$ cat src/rtl/sram_req_adapter_pkg.sv
// Shared defaults and request-type encoding for the SRAM request adapter.
package sram_req_adapter_pkg;

    localparam int BITS_DEFAULT       = 128;
    localparam int ADDR_W_DEFAULT     = 6;
    localparam int RESP_DEPTH_DEFAULT = 2;

    typedef enum logic {
        REQ_READ  = 1'b0,
        REQ_WRITE = 1'b1
    } req_type_e;

endpackage

$ cat src/rtl/sram_req_adapter_resp_fifo.sv
// Read-response buffer: DEPTH-entry circular FIFO with occupancy count.
module resp_fifo
    import sram_req_adapter_pkg::*;
#(
    parameter  int WIDTH = BITS_DEFAULT,
    parameter  int DEPTH = RESP_DEPTH_DEFAULT,
    localparam int CNT_W = $clog2(DEPTH + 1),
    localparam int PTR_W = $clog2(DEPTH)
) (
    input  logic             CLK,
    input  logic             RSTN,
    input  logic             push,
    input  logic [WIDTH-1:0] wdata,
    input  logic             pop,
    output logic [WIDTH-1:0] rdata,
    output logic [CNT_W-1:0] count
);

    logic [WIDTH-1:0] mem [DEPTH];
    logic [PTR_W-1:0] wr_ptr;
    logic [PTR_W-1:0] rd_ptr;
    logic [CNT_W-1:0] cnt;
    logic             pop_ok;
    logic             push_ok;

    // DEPTH need not be a power of two, so wrap explicitly.
    function automatic logic [PTR_W-1:0] wrap_inc(input logic [PTR_W-1:0] p);
        return (p == PTR_W'(DEPTH - 1)) ? '0 : p + 1'b1;
    endfunction

    assign pop_ok  = pop && (cnt != '0);
    assign push_ok = push && ((cnt != CNT_W'(DEPTH)) || pop_ok);

    always_ff @(posedge CLK or negedge RSTN) begin
        if (!RSTN) begin
            wr_ptr <= '0;
            rd_ptr <= '0;
            cnt    <= '0;
        end else begin
            if (push_ok) wr_ptr <= wrap_inc(wr_ptr);
            if (pop_ok)  rd_ptr <= wrap_inc(rd_ptr);
            case ({push_ok, pop_ok})
                2'b10:   cnt <= cnt + 1'b1;
                2'b01:   cnt <= cnt - 1'b1;
                default: cnt <= cnt;
            endcase
        end
    end

    always_ff @(posedge CLK) begin
        if (push_ok) mem[wr_ptr] <= wdata;
    end

    assign rdata = mem[rd_ptr];
    assign count = cnt;

endmodule

$ cat src/rtl/sram_req_adapter.sv
// Valid/ready request port to single-port SRAM macro with an in-order,
// back-pressured read-response buffer.
module sram_req_adapter
    import sram_req_adapter_pkg::*;
#(
    parameter int BITS       = BITS_DEFAULT,
    parameter int ADDR_W     = ADDR_W_DEFAULT,
    parameter int RESP_DEPTH = RESP_DEPTH_DEFAULT
) (
    input  logic              CLK,
    input  logic              RSTN,
    input  logic              req_valid,
    output logic              req_ready,
    input  logic              req_write,
    input  logic [ADDR_W-1:0] req_addr,
    input  logic [BITS-1:0]   req_wdata,
    input  logic [BITS-1:0]   req_wmask,
    output logic              resp_valid,
    input  logic              resp_ready,
    output logic [BITS-1:0]   resp_rdata,
    output logic              sram_cen,
    output logic              sram_wen,
    output logic [BITS-1:0]   sram_bwen,
    output logic [ADDR_W-1:0] sram_a,
    output logic [BITS-1:0]   sram_d,
    input  logic [BITS-1:0]   sram_q
);

    localparam int CNT_W = $clog2(RESP_DEPTH + 1);

    req_type_e         req_type;
    logic              accept;
    logic              acc_wr;
    logic              acc_rd;
    logic              pop;
    logic              rd_room;
    logic [CNT_W-1:0]  fifo_count;
    logic [CNT_W:0]    occupancy;
    logic              rd_vld_p1;
    logic [ADDR_W-1:0] addr_hold;
    logic [BITS-1:0]   data_hold;

    assign req_type = req_type_e'(req_write);
    assign pop      = resp_valid && resp_ready;

    // Count the word already in flight so it always has a slot when it lands.
    assign occupancy = (CNT_W+1)'(fifo_count) - (CNT_W+1)'(pop) + (CNT_W+1)'(rd_vld_p1);
    assign rd_room   = occupancy < (CNT_W+1)'(RESP_DEPTH);

    assign req_ready = RSTN && ((req_type == REQ_WRITE) || rd_room);
    assign accept    = req_valid && req_ready;
    assign acc_wr    = accept && (req_type == REQ_WRITE);
    assign acc_rd    = accept && (req_type == REQ_READ);

    always_comb begin
        sram_cen  = ~accept;
        sram_wen  = ~acc_wr;
        sram_bwen = acc_wr ? ~req_wmask : '1;
        sram_a    = accept ? req_addr : addr_hold;
        sram_d    = acc_wr ? req_wdata : data_hold;
    end

    always_ff @(posedge CLK or negedge RSTN) begin
        if (!RSTN) begin
            rd_vld_p1 <= 1'b0;
            addr_hold <= '0;
            data_hold <= '0;
        end else begin
            rd_vld_p1 <= acc_rd;
            if (accept) addr_hold <= req_addr;
            if (acc_wr) data_hold <= req_wdata;
        end
    end

    // p1: the macro presents read data; capture it only on this cycle.
    resp_fifo #(
        .WIDTH (BITS),
        .DEPTH (RESP_DEPTH)
    ) u_resp_fifo (
        .CLK   (CLK),
        .RSTN  (RSTN),
        .push  (rd_vld_p1),
        .wdata (sram_q),
        .pop   (pop),
        .rdata (resp_rdata),
        .count (fifo_count)
    );

    assign resp_valid = (fifo_count != '0);

endmodule

$ cat config.mk
export PLATFORM = sky130hd
export DESIGN_NAME = sram_req_adapter
export DESIGN_NICKNAME = d
export VERILOG_FILES = /design/src/rtl/sram_req_adapter_pkg.sv /design/src/rtl/sram_req_adapter_resp_fifo.sv /design/src/rtl/sram_req_adapter.sv
export SDC_FILE = /design/constraint.sdc
export NUM_CORES = 1
export LEC_CHECK = 0
export ABC_AREA = 1
export CAP_MARGIN = 20
export CELL_PAD_IN_SITES_DETAIL_PLACEMENT = 1
export CELL_PAD_IN_SITES_GLOBAL_PLACEMENT = 2
export CORE_AREA = 4 4 309 311
export CTS_CLUSTER_SIZE = 30
export DETAILED_ROUTE_END_ITERATION = 16
export DIE_AREA = 0 0 313 315
export HOLD_SLACK_MARGIN = 0.03
export MAX_ROUTING_LAYER = met4
export PLACE_DENSITY = 0.61
export REMOVE_ABC_BUFFERS = 1
export SYNTH_ARGS = -nofsm -noshare
export SYNTH_HDL_FRONTEND = slang
export SYNTH_SLANG_ARGS = --single-unit
$ cat constraint.sdc
create_clock -name CLK -period 13.9 [get_ports CLK]
set_clock_uncertainty 0.15 [all_clocks]
set_input_delay 3.475 -clock CLK [delete_from_list [all_inputs] [get_ports CLK]]
set_output_delay 3.475 -clock CLK [all_outputs]
set_load 0.02 [all_outputs]
### Word level (Yosys, flattened, before mapping)

Memory sizes are Yosys's and may differ from the RTL's.
Cells that the tools add are included.

* memory bits (writable): 256
* logic and storage cells: 40
* register bits after elaboration: 139
* output and inout bits: 394
* input bits: 395
* memories: 1

Memory list
* u_resp_fifo.mem: words 2, bits a word 128, rd ports 1, clocked after Yosys merged registers in 0, wr ports 1, line sram_req_adapter_resp_fifo.sv:19 `logic [WIDTH-1:0] mem [DEPTH];`

* reduce and logical (&&, ||, !) cells: 11
* order comparisons: 1
* multiplexer cells: 8
* equal/unequal tests: 3
* bitwise operators: 4
* $add $sub $neg: 6

Operators with widths (number)
* $mux 128: 2
* $not 128->128: 1
* $logic_and 1x1->1: 7
* $mux 6: 1
* $mux 1: 4
* $pmux 2 s2: 1
* $reduce_bool 2->1: 2
* $add 3x1->3: 1
* $lt 3x2->1 const B: 1
* $not 1->1: 3
* $sub 2x1->3: 1
* $add 1x1->1 const B: 2
* $add 2x1->2 const B: 1
* $eq 2x1->1 const B: 1
* $eq 2x2->1 const B: 1
* $logic_or 1x1->1: 2
* $ne 2x2->1 const B: 1
* $sub 2x1->2 const B: 1

### Logic depth before layout (Yosys ltp)

* word-level depth: 10
* depth in mapped cells: 12
* mapped depth without buffers: 12

### Hierarchy

Synthesis repeated with hierarchy kept, for this count alone.

* cell total of the unflattened synthesis: 1434
* area total of the unflattened synthesis: 15356.0 um2

Modules (own cells, without submodules)
* resp_fifo: sequential area each 7787.5 um2, cells an instance 702, times used 1, area each 9541.7 um2
* sram_req_adapter: sequential area each 3378.2 um2, cells an instance 732, times used 1, area each 5814.3 um2

### Worst setup path before layout

Ideal clock, no wire load.

* path kind: input port to flip-flop
* start point: in resp_ready
* end point: mem u_resp_fifo.mem[0][0] (netlist name) (enable)
* data required time: 13133 ps
* arrival time: 8907 ps
* slack: 4226 ps
* buffers on the path: 0
* stages: 2
* setup time: 617 ps
* path through: o21ai_1 -> nor2_1

* cells in the longest elaborated chain, start to end: 6

Ends and longest elaborated chain
* from (decl): line sram_req_adapter.sv:19 `input logic resp_ready,`
* $logic_and 1x1->1: line sram_req_adapter.sv:44 `assign pop = resp_valid && resp_ready;`
* $logic_and 1x1->1: line sram_req_adapter_resp_fifo.sv:31 `assign pop_ok = pop && (cnt != '0);`
* $logic_or 1x1->1: line sram_req_adapter_resp_fifo.sv:32 `assign push_ok = push && ((cnt != CNT_W'(DEPTH)) || pop_ok);`
* $logic_and 1x1->1: line sram_req_adapter_resp_fifo.sv:32
* $mux 1: line sram_req_adapter_resp_fifo.sv:51 `if (push_ok) mem[wr_ptr] <= wdata;`
* $mux 1 (not written as such): line sram_req_adapter_resp_fifo.sv:51
* to (decl): line sram_req_adapter_resp_fifo.sv:19

No other way between the ends.

### Worst setup path after layout

* start point: in RSTN
* end point: out sram_d[109]

* cells in the longest elaborated chain, start to end: 4

Ends and longest elaborated chain
* from (decl): line sram_req_adapter.sv:11 `input logic RSTN,`
* $logic_and 1x1->1: line sram_req_adapter.sv:50 `assign req_ready = RSTN && ((req_type == REQ_WRITE) || rd_room);`
* $logic_and 1x1->1: line sram_req_adapter.sv:51 `assign accept = req_valid && req_ready;`
* $logic_and 1x1->1: line sram_req_adapter.sv:52 `assign acc_wr = accept && (req_type == REQ_WRITE);`
* $mux 128: line sram_req_adapter.sv:60 `sram_d = acc_wr ? req_wdata : data_hold;`
* to (decl): line sram_req_adapter.sv:25 `output logic [BITS-1:0] sram_d,`

No other way between the ends.

==> flow_results.org <==
** Outcome
- The flow ran to the end, and the final reports show no timing, DRC or antenna violations.

** Floorplanning
- Die Span Y :: 315 µm
- The initial utilization of the core area, before any placement, comes to about 16%.
- Core footprint :: ~90000 µm²
- Die X-Extent :: 313 µm
- I/O pin cnt :: 789
- The die covers 98600 µm².
- After floorplanning, the core was divided into 112 placement rows.

** Clock tree
- Setup Fix Bufs, Post-CTS :: 0
- For the worst-skew pair, the clock arrives at the later sink with an insertion delay of 0.58 ns.
- Once the clock tree was built, the resizer swapped 0 gates to a different size.
- Clock buffer count from CTS :: between 40 and 50
- The tree is rooted in a sky130_fd_sc_hd__clkbuf_16.
- Maximum buffer depth of the clock tree :: 3
- The clock tree synthesis step divided the H-tree into 2 levels.
- # clock sinks :: 395
- TritonCTS clock tree :: built
- CTS Hold Bufs :: 0
- Clock transition at the registers of the reported paths :: about 0.060 ns

** Final layout
- Final Core Density :: ~28%
- Number of nets at the end of the flow :: approximately 2600
- Area taken by multi-input logic gates :: roughly 3600 µm²
- After filler insertion, the fill cell instance count of the layout stands at 10500.
- Total non-filler cell area in the finished layout :: 26100 µm²
- Area added between synthesis and finish :: 71.4%
- Layout cell share with drive strength beyond 1 :: 4.20%
- Non-filler instance count after layout :: 3527
- In the final layout, flip-flops and latches occupy roughly 11000 µm².

** Placed design
- HPWL Detailed :: 62300 µm
- Cell count after placement :: between 3000 and 4000
- Port buffering added 788 buffers.
- Placement Cell Area :: 24400 µm²
- Global placement routability congestion :: 0.856
- Post-placement setup slack :: 3.37 ns

** Routing
- The first detailed-routing pass ran for 4 iterations.
- The first routing iteration left 711 violations.
- The final layout contains routed wiring with a total length of 79400 µm.
- For this block, the via count after detailed routing is 13200.
- Remaining antenna violation count after routing :: 0
- Vias per cell :: about 3.7
- WL/cell :: 22.5 µm
- Remaining DRCs :: 0

** STA
- Final hold slack :: 0.323 ns
- The number of endpoints with negative hold slack in the final report is 0.
- Setup violations remaining at the end of the flow were counted as 0.
- Derived from the worst setup path, the maximum achievable clock frequency is around 96 MHz.
- Sum Neg Setup Slack :: 0 ns
- For the pin with the worst max-slew slack, the measured transition is 1.10 ns.
- In this run the tightest slew margin relative to its limit is 26.4%.
- Share of the clock period used by the worst path after layout :: roughly three quarters
- Final WS setup :: 3.45 ns
- Min Clock Period, post-route :: 10.45 ns
- Total count of max-transition violations in the final report :: 0
- Unrepaired setup endpoints after global routing :: no

** Logic synthesis
- The synthesized design contains between 300 and 400 register bits.
- The largest total area in the synthesized netlist belongs to sky130_fd_sc_hd__edfxtp_1.
- Yosys mapped the design onto 22 distinct sky130hd cell types.
- For this run, the number of Yosys warnings is 0.
- Mapped cell area :: 15200 µm²
- By area the synthesized netlist is led by sky130_fd_sc_hd__edfxtp_1 (50%), sky130_fd_sc_hd__dfrtp_1 (23%), sky130_fd_sc_hd__nand2_1 (23%).
- After synthesis, the largest area contributor takes up 50.5% of total cell area.
- Each instance of the synthesized netlist takes up on average 10.7 µm².
- Leading post-synthesis cells by instance count :: sky130_fd_sc_hd__nand2_1 (917), sky130_fd_sc_hd__edfxtp_1 (256), sky130_fd_sc_hd__dfrtp_1 (139)
- Number of synthesized flops with an enable pin :: 256
- Of all flip-flops after synthesis, the portion carrying an async set or reset was about a third.
- Most used flip-flop cell after synthesis :: sky130_fd_sc_hd__edfxtp_1
- Count leader, synth :: sky130_fd_sc_hd__nand2_1
- Cell count after synthesis :: between 1000 and 1500
- Sequential element share of the synthesized area :: 73.3%

** Power and ir drop
- Share of total power consumed by net switching :: 34.5%
- For this design the ratio of total power to cell area is 161 nW/µm².
- The internal power of the cells totals 2.76 mW.
- The design draws 4.21 mW.
- In this run, flip-flops and latches consume roughly a third of the power.
- Summed over all cells, the static leakage comes to 10.5 nW.
- The share of total power dissipated in the clock network is 30.0%.
- Combinational logic burns 35.9% of the power.
- The analysis attributes to net switching a power of between 1 and 1.5 mW.
- VDD sags by at most 0.0000863 V.

** Worst setup path
- STA classifies the critical path startpoint as a primary input.
- End of the worst register-to-register path :: u_resp_fifo.mem[0][89]
- The worst setup path is captured at an output port.
- Measured in cells, the most critical reg-to-reg path has a length of 6.
- The worst register-to-register path begins at u_resp_fifo.count[0].
- Critical path start-end classification :: in2out
- For the worst setup path, the data arrival time is slightly below 7 ns.
- Maximum fanout along the worst path :: around 110
- The worst register-to-register path has a setup slack of between 10 and 15 ns.
- At the worst endpoint, the required time is around 10 ns.

** Global route
- Combined global-route utilization of all metal layers :: 15.8%
- The number of global-route vias before repair came to ~14000.
- The first global-routing pass estimated 108000 µm of wire.
- Entering global routing, the biggest net connects 113 pins.
- The initial antenna violation count came to 42.
- After global routing the overflow that remains totals 0.

** Run
- The tool flagged a number of max-cap violations equal to 0.

** Worst hold path
- The worst hold path begins at data_hold[100].
- For hold timing, the worst endpoint is data_hold[100].
- Worst hold path cell count :: 2
- The worst hold path belongs to the class reg2reg.
power by group through the flow:
stage               Sequential [mW]  Combinational (mW)  Clock (mW)
finish                         1.43                1.51        1.26
global route                   1.45                1.62        1.36
CTS                            1.44                1.55        1.31
detailed placement             1.46                1.55           0
global placement               1.46                1.53           0
floorplan                      1.48               0.665           0
cell usage in the layout, fill, tap and decap left out, types with 2 or more instances in the layout:
cell type / netlist / layout
sky130_fd_sc_hd__clkinvlp_4: 0 / 3
sky130_fd_sc_hd__clkbuf_8: 0 / 7
sky130_fd_sc_hd__nand3_1: 5 / 5
sky130_fd_sc_hd__edfxtp_1: 256 / 256
sky130_fd_sc_hd__inv_1: 9 / 8
sky130_fd_sc_hd__clkbuf_16: 0 / 49
sky130_fd_sc_hd__bufinv_16: 0 / 4
sky130_fd_sc_hd__xor2_1: 3 / 3
sky130_fd_sc_hd__nand4_1: 6 / 6
sky130_fd_sc_hd__clkdlybuf4s50_1: 0 / 787
sky130_fd_sc_hd__clkbuf_1: 10 / 11
sky130_fd_sc_hd__dfrtp_1: 139 / 138
sky130_fd_sc_hd__clkinv_2: 0 / 5
sky130_fd_sc_hd__diode_2: 0 / 35
sky130_fd_sc_hd__nor2_4: 0 / 2
sky130_fd_sc_hd__inv_6: 0 / 2
sky130_fd_sc_hd__nand2_1: 917 / 917
sky130_fd_sc_hd__buf_4: 24 / 12
sky130_fd_sc_hd__clkinv_1: 0 / 7
final cells by class:
class / instances / area share, %
Timing Repair Buffer: 801 / 30.7
Clock inverter: 22 / 0.843
Tap cell: 1254 / 6.01
Antenna cell: 35 / 0.335
Inverter: 11 / 0.196
Sequential cell: 395 / 42.8
Multi-Input combinational cell: 942 / 14.0
Clock buffer: 67 / 5.22
critical path, cell delays in order:
cell	delay, ns
sky130_fd_sc_hd__buf_6	0.61
sky130_fd_sc_hd__nand3_4	0.19
sky130_fd_sc_hd__inv_8	0.41
sky130_fd_sc_hd__buf_4	0.75
sky130_fd_sc_hd__nand2_1	0.24
sky130_fd_sc_hd__nand2_1	0.15
sky130_fd_sc_hd__clkdlybuf4s50_1	0.65
kinds of logic after synthesis:
| family | Yosys count | synth area share (%) |
|---|---|---|
| flops | 395 | 73.3 |
| fa+ha+maj | 2 | 0.213 |
| buf+inv | 83 | 2.95 |
| xor+xnor | 3 | 0.172 |
| compound gates | 4 | 0.164 |
| simple gates | 933 | 23.2 |
state kept, by name (all words and copies together) (netlist names):
signal,flops
u_resp_fifo.wr_ptr,1
u_resp_fifo.rd_ptr,1
rd_vld_p1,1
u_resp_fifo.mem,256
data_hold,128
u_resp_fifo.count,2
addr_hold,6
layer usage:
metal	GRT usage, %	routed length (µm)	share of wire (%)
met3	6.17	7260	9.1
met5	-	0	0
met4	6.50	3910	4.9
met2	27.8	40100	50
met1	15.6	28200	35
worst max-delay path by stage:
stage | cells after the start | slack (ns) | from | to
2_1_floorplan | 3 | 2.27 | RSTN | sram_bwen[0]
4_1_cts | 7 | 3.37 | RSTN | sram_d[60]
5_1_grt | 7 | 3.13 | RSTN | sram_d[101]
3_5_place_dp | 7 | 3.37 | RSTN | sram_d[60]
3_3_place_gp | 7 | 3.44 | RSTN | sram_d[101]
6_report | 7 | 3.45 | RSTN | sram_d[109]
Power figures use the tool's default switching activity.
